$ cat src/rtl/ins_mem_responder.sv
// Instruction-memory responder: accepts one fetch at a time, answers after LATENCY edges,
// and exposes a free-running program-load write port into the backing array.
module ins_mem_responder #(
  parameter int DWIDTH  = 16,
  parameter int AWIDTH  = 8,
  parameter int LATENCY = 2
) (
  input  logic              clk,
  input  logic              rst_n,
  input  logic              en_ram_in,
  input  logic [DWIDTH-1:0] addr,
  output logic [DWIDTH-1:0] ins,
  output logic              en_ram_out,
  output logic              busy,
  input  logic              load_en,
  input  logic [AWIDTH-1:0] load_addr,
  input  logic [DWIDTH-1:0] load_data,
  output logic              oob_err
);

  localparam int CW = (LATENCY > 1) ? $clog2(LATENCY) : 1;

  typedef enum logic {IDLE, WAIT} state_t;

  state_t            state_q, state_d;
  logic [CW-1:0]     cnt_q, cnt_d;
  logic [DWIDTH-1:0] addr_q, addr_d;
  logic [DWIDTH-1:0] ins_d;
  logic              out_d, busy_d, oob_d;
  logic [DWIDTH-1:0] rd_word;
  logic              oob_hit;

  logic [DWIDTH-1:0] mem [2**AWIDTH];

  // Array is deliberately outside reset so a loaded program survives rst_n.
  always_ff @(posedge clk) begin
    if (load_en) mem[load_addr] <= load_data;
  end

  // Combinational read of the current array; the write above lands via NBA,
  // so a same-edge write to the fetched word yields the old contents.
  assign rd_word = mem[addr_q[AWIDTH-1:0]];
  assign oob_hit = |(addr_q >> AWIDTH);

  always_ff @(posedge clk) begin
    if (!rst_n) begin
      state_q    <= IDLE;
      cnt_q      <= '0;
      addr_q     <= '0;
      ins        <= '0;
      en_ram_out <= 1'b0;
      busy       <= 1'b0;
      oob_err    <= 1'b0;
    end else begin
      state_q    <= state_d;
      cnt_q      <= cnt_d;
      addr_q     <= addr_d;
      ins        <= ins_d;
      en_ram_out <= out_d;
      busy       <= busy_d;
      oob_err    <= oob_d;
    end
  end

  always_comb begin
    state_d = state_q;
    cnt_d   = cnt_q;
    addr_d  = addr_q;
    ins_d   = ins;
    out_d   = 1'b0;
    busy_d  = busy;
    oob_d   = oob_err;
    case (state_q)
      IDLE: begin
        if (en_ram_in) begin
          addr_d  = addr;
          cnt_d   = CW'(LATENCY - 1);
          busy_d  = 1'b1;
          state_d = WAIT;
        end
      end
      WAIT: begin
        if (cnt_q != '0) begin
          cnt_d = cnt_q - CW'(1);
        end else begin
          out_d   = 1'b1;
          busy_d  = 1'b0;
          state_d = IDLE;
          if (oob_hit) begin
            ins_d = '0;
            oob_d = 1'b1;
          end else begin
            ins_d = rd_word;
          end
        end
      end
      default: state_d = IDLE;
    endcase
  end

endmodule

$ cat config.mk
export PLATFORM = sky130hd
export DESIGN_NAME = ins_mem_responder
export DESIGN_NICKNAME = d
export VERILOG_FILES = /design/src/rtl/ins_mem_responder.sv
export SDC_FILE = /design/constraint.sdc
export NUM_CORES = 2
export LEC_CHECK = 0
export BUFFER_PORTS_ARGS = -buffer_cell sky130_fd_sc_hd__clkbuf_2
export CAP_MARGIN = 0
export CORE_MARGIN = 2
export CORE_UTILIZATION = 40
export DETAILED_ROUTE_END_ITERATION = 8
export HOLD_SLACK_MARGIN = 0.06
export SYNTH_ARGS = -nofsm -noshare
export SYNTH_HDL_FRONTEND = slang
export SYNTH_SLANG_ARGS = --single-unit
$ cat constraint.sdc
create_clock -name clk -period 4.17 [get_ports clk]
set_input_delay 0.417 -clock clk [delete_from_list [all_inputs] [get_ports clk]]
set_output_delay 0.417 -clock clk [all_outputs]
set_load 0.01 [all_outputs]
==> run summary <==
outcome: finished clean
Chip Width: 640 microns
core area: 403000 sq um
setup slack, reg-to-reg: 0.03 ns
Mapped Cells: 7762
worst-margin pin slew: 1.46 ns
Clk pwr share: 41.9%
Flop pwr share: 52.3%
Final period util: 99.3%
Worst slew margin: 2.18%
worst setup path endpoint: ins[4]
share of the synthesized area in compound gates (AO/OA/AOI/OAI): 3.91%
Sw Ratio: 22.1%
initial antenna violation count: 34
adder-cell share of the synthesized area: 0%
post-synth top area share: 76.0%
Warnings, synthesis: 0
Yosys cell types: 90
syn nets: 7806
vias in the first global route: 83367
M1 WL: 185000 microns
vias: 84835
antenna-violating nets left: 0
CTS Buf Count: 420
startpoint types: register
sequential-to-total area share from yosys stat: 76.6%
worst clock skew: 0.0821 ns
MaxCap Viol Count: 0
Syn Area/Cell: 20.8 sq um
final core utilization: 46.1%
Synth area leader: edfxtp_1
setup_tns: 0 ns
layout cells sized above 1: 23.9%
Post-synth ARST share: 0%
# DRC: 0
first-pass GRT wire length: 659000 microns
ys flop type: edfxtp_1
Gate power share: 5.8%
gr ovfl total: 0
Root Driver: clkbuf_16
Placed Cells incl. Taps: 13451
Fin. Hold Viols: 0
CP Class: register to register
chip height: 640 microns
unrepaired setup endpoints after global routing: false
largest cells by area after synthesis: edfxtp_1, mux4_2, mux2i_1
post-synthesis mux area share: 14.9%
Leak: 0.0569 uW
CTS Sinks: 4141
routed wire length: 474000 microns
most frequent cell after synthesis: edfxtp_1
Worst Hold Class: input port to register
DR WL met3: 46800 microns
Final setup viols: 0
Reg2Reg Depth: 10
P_int: 68400 uW
largest family of logic cells by synthesized area: multiplexers
Rows: 233
Slew Viols, Final: 0
Reg clk slew, reported paths: 0.06 ns
P_sw: 19400 uW
CP required: 5.07 ns
area of the multi-input gates: 34400 sq um
setup bufs post-CTS: 0
Max Root-Sink Buffers: 4
IO Pins: 63
most frequent cells after synthesis: edfxtp_1, mux2i_1, mux4_2
WL/cell: 33.2 microns
Initial DRC Count: 12145
Via-to-Cell Ratio: 5.94
Starting Density: 40.2%
Nets: 8557
Hold WS: 0.126 ns
Worst Path Arrival: 5.04 ns
routed wl met2: 222000 microns
Final min period: 4.14 ns
CTS tree: built
Design Power: 87800 uW
Worst setup EP type: register
largest net degree at the start of global routing: 121
RR Endpoint: ins[4]
Register Area: 124000 sq um
Post-synth EDFFs: 4096
highest clock rate: 241 MHz
GPL Wtd Cong: 0.891
Worst Path Max Fanout: 28
Power Dens Cells: 473 nW/um^2
die area: 410000 sq um
Final Non-Filler Cells: 14278
dpl hpwl: 290000 microns
Synth-to-Final Area Change: 14.8%
Pre-antenna DRT Iters: 6
FILL cells: 33210
Post-Synth XOR/XNOR Area: 0%
Tot GR Track Use: 22.8%
worst skew pair latency: 1.01 ns
DR top layer: met5
H-tree Lvls: 5
IO buf count: 62
Simple-Gate Fraction of Synth Area: 2.24%
Yosys reg bits: 4141
cell area after synthesis: 162000 sq um
maximum VDD drop: 0.398 mV
timing repair:
item	4_1_cts	5_1_grt
resized for setup	0	3
hold endpoints to repair	603	0
hold buffers	45	0
endpoints found under the setup margin	0	2
power by group through the flow:
stage          Combinational (uW)  Clock [uW]  Sequential [uW]
3_3_place_gp                 4950           0            46800
6_report                     5090       36800            45900
4_1_cts                      5070       37200            45900
3_5_place_dp                 5020           0            46800
2_1_floorplan                2640           0            46800
5_1_grt                      5270       38700            45900
worst max-delay path, cell delays in order, from the launching register on:
cell and delay, ns:
dfxtp_4 0.70, nand2b_4 0.68, buf_12 0.30, buf_4 0.31, nor2_1 0.10, nor4_1 0.85
nor3_1 0.12, o2111ai_1 0.22, o21ai_0 0.20, buf_4 0.21, a32o_1 0.25
registers in the layout, indices dropped and copies added (netlist names), named ones only:
signal,cells
mem,4096
addr_q,16
ins,16
busy,1
cnt_q,1
en_ram_out,1
oob_err,1
state_q,1
through the flow:
| step | area [sq um] | worst slack (ns) |
|---|---|---|
| after global placement | 172000 | 0.0810 |
| after detailed placement | 172000 | 0.0852 |
| after global routing | 186000 | 0.0296 |
| final | 186000 | 0.0276 |
| after floorplan | 162000 | 1.59 |
| after CTS | 186000 | 0.0558 |
final cells by class:
cell class | count | area share, %
antenna | 13 | 0.0175
clock buffer | 517 | 5.93
clock inverter | 252 | 1.23
inverter | 9 | 0.0263
multi-input combinational | 3144 | 18.5
sequential | 4141 | 66.8
tap | 5405 | 3.64
timing repair buffer | 797 | 3.88
routing by layer:
metal / global-route usage (%) / up-vias
li1: - / 34189
met4: 8.75 / 14
met3: 4.45 / 800
met1: 31.3 / 45117
met2: 36.0 / 4715
met5: 0 / -
layout by cell type (no fill, tap or decap), types with 45 or more instances in the layout:
cell type / instances
o221ai_1: 182
clkbuf_16: 425
edfxtp_1: 4096
a21oi_1: 172
buf_12: 88
mux4_2: 612
clkinv_1: 111
nor2_2: 120
mux4_1: 132
o21ai_0: 100
clkbuf_1: 90
nand3_1: 77
clkbuf_2: 46
buf_4: 601
clkinv_2: 72
nor3_1: 73
dlygate4sd3_1: 45
nor2_1: 252
o22ai_1: 199
nand2_1: 150
mux2i_1: 667
logic make-up after synthesis:
kind of cell / Yosys count
simple gates: 804
flops: 4141
compound gates: 918
buf+inv: 477
mux: 1422
worst min path at each step:
stage	start	to	depth (start not counted)
floorplan	addr_q[11]	addr_q[11]	2
global placement	busy	busy	1
detailed placement	ins[5]	ins[5]	2
CTS	load_data[9]	mem[216][9]	1
global route	load_data[9]	mem[68][9]	1
finish	load_data[9]	mem[68][9]	1
No activity file was read; power rests on OpenSTA's default activity.
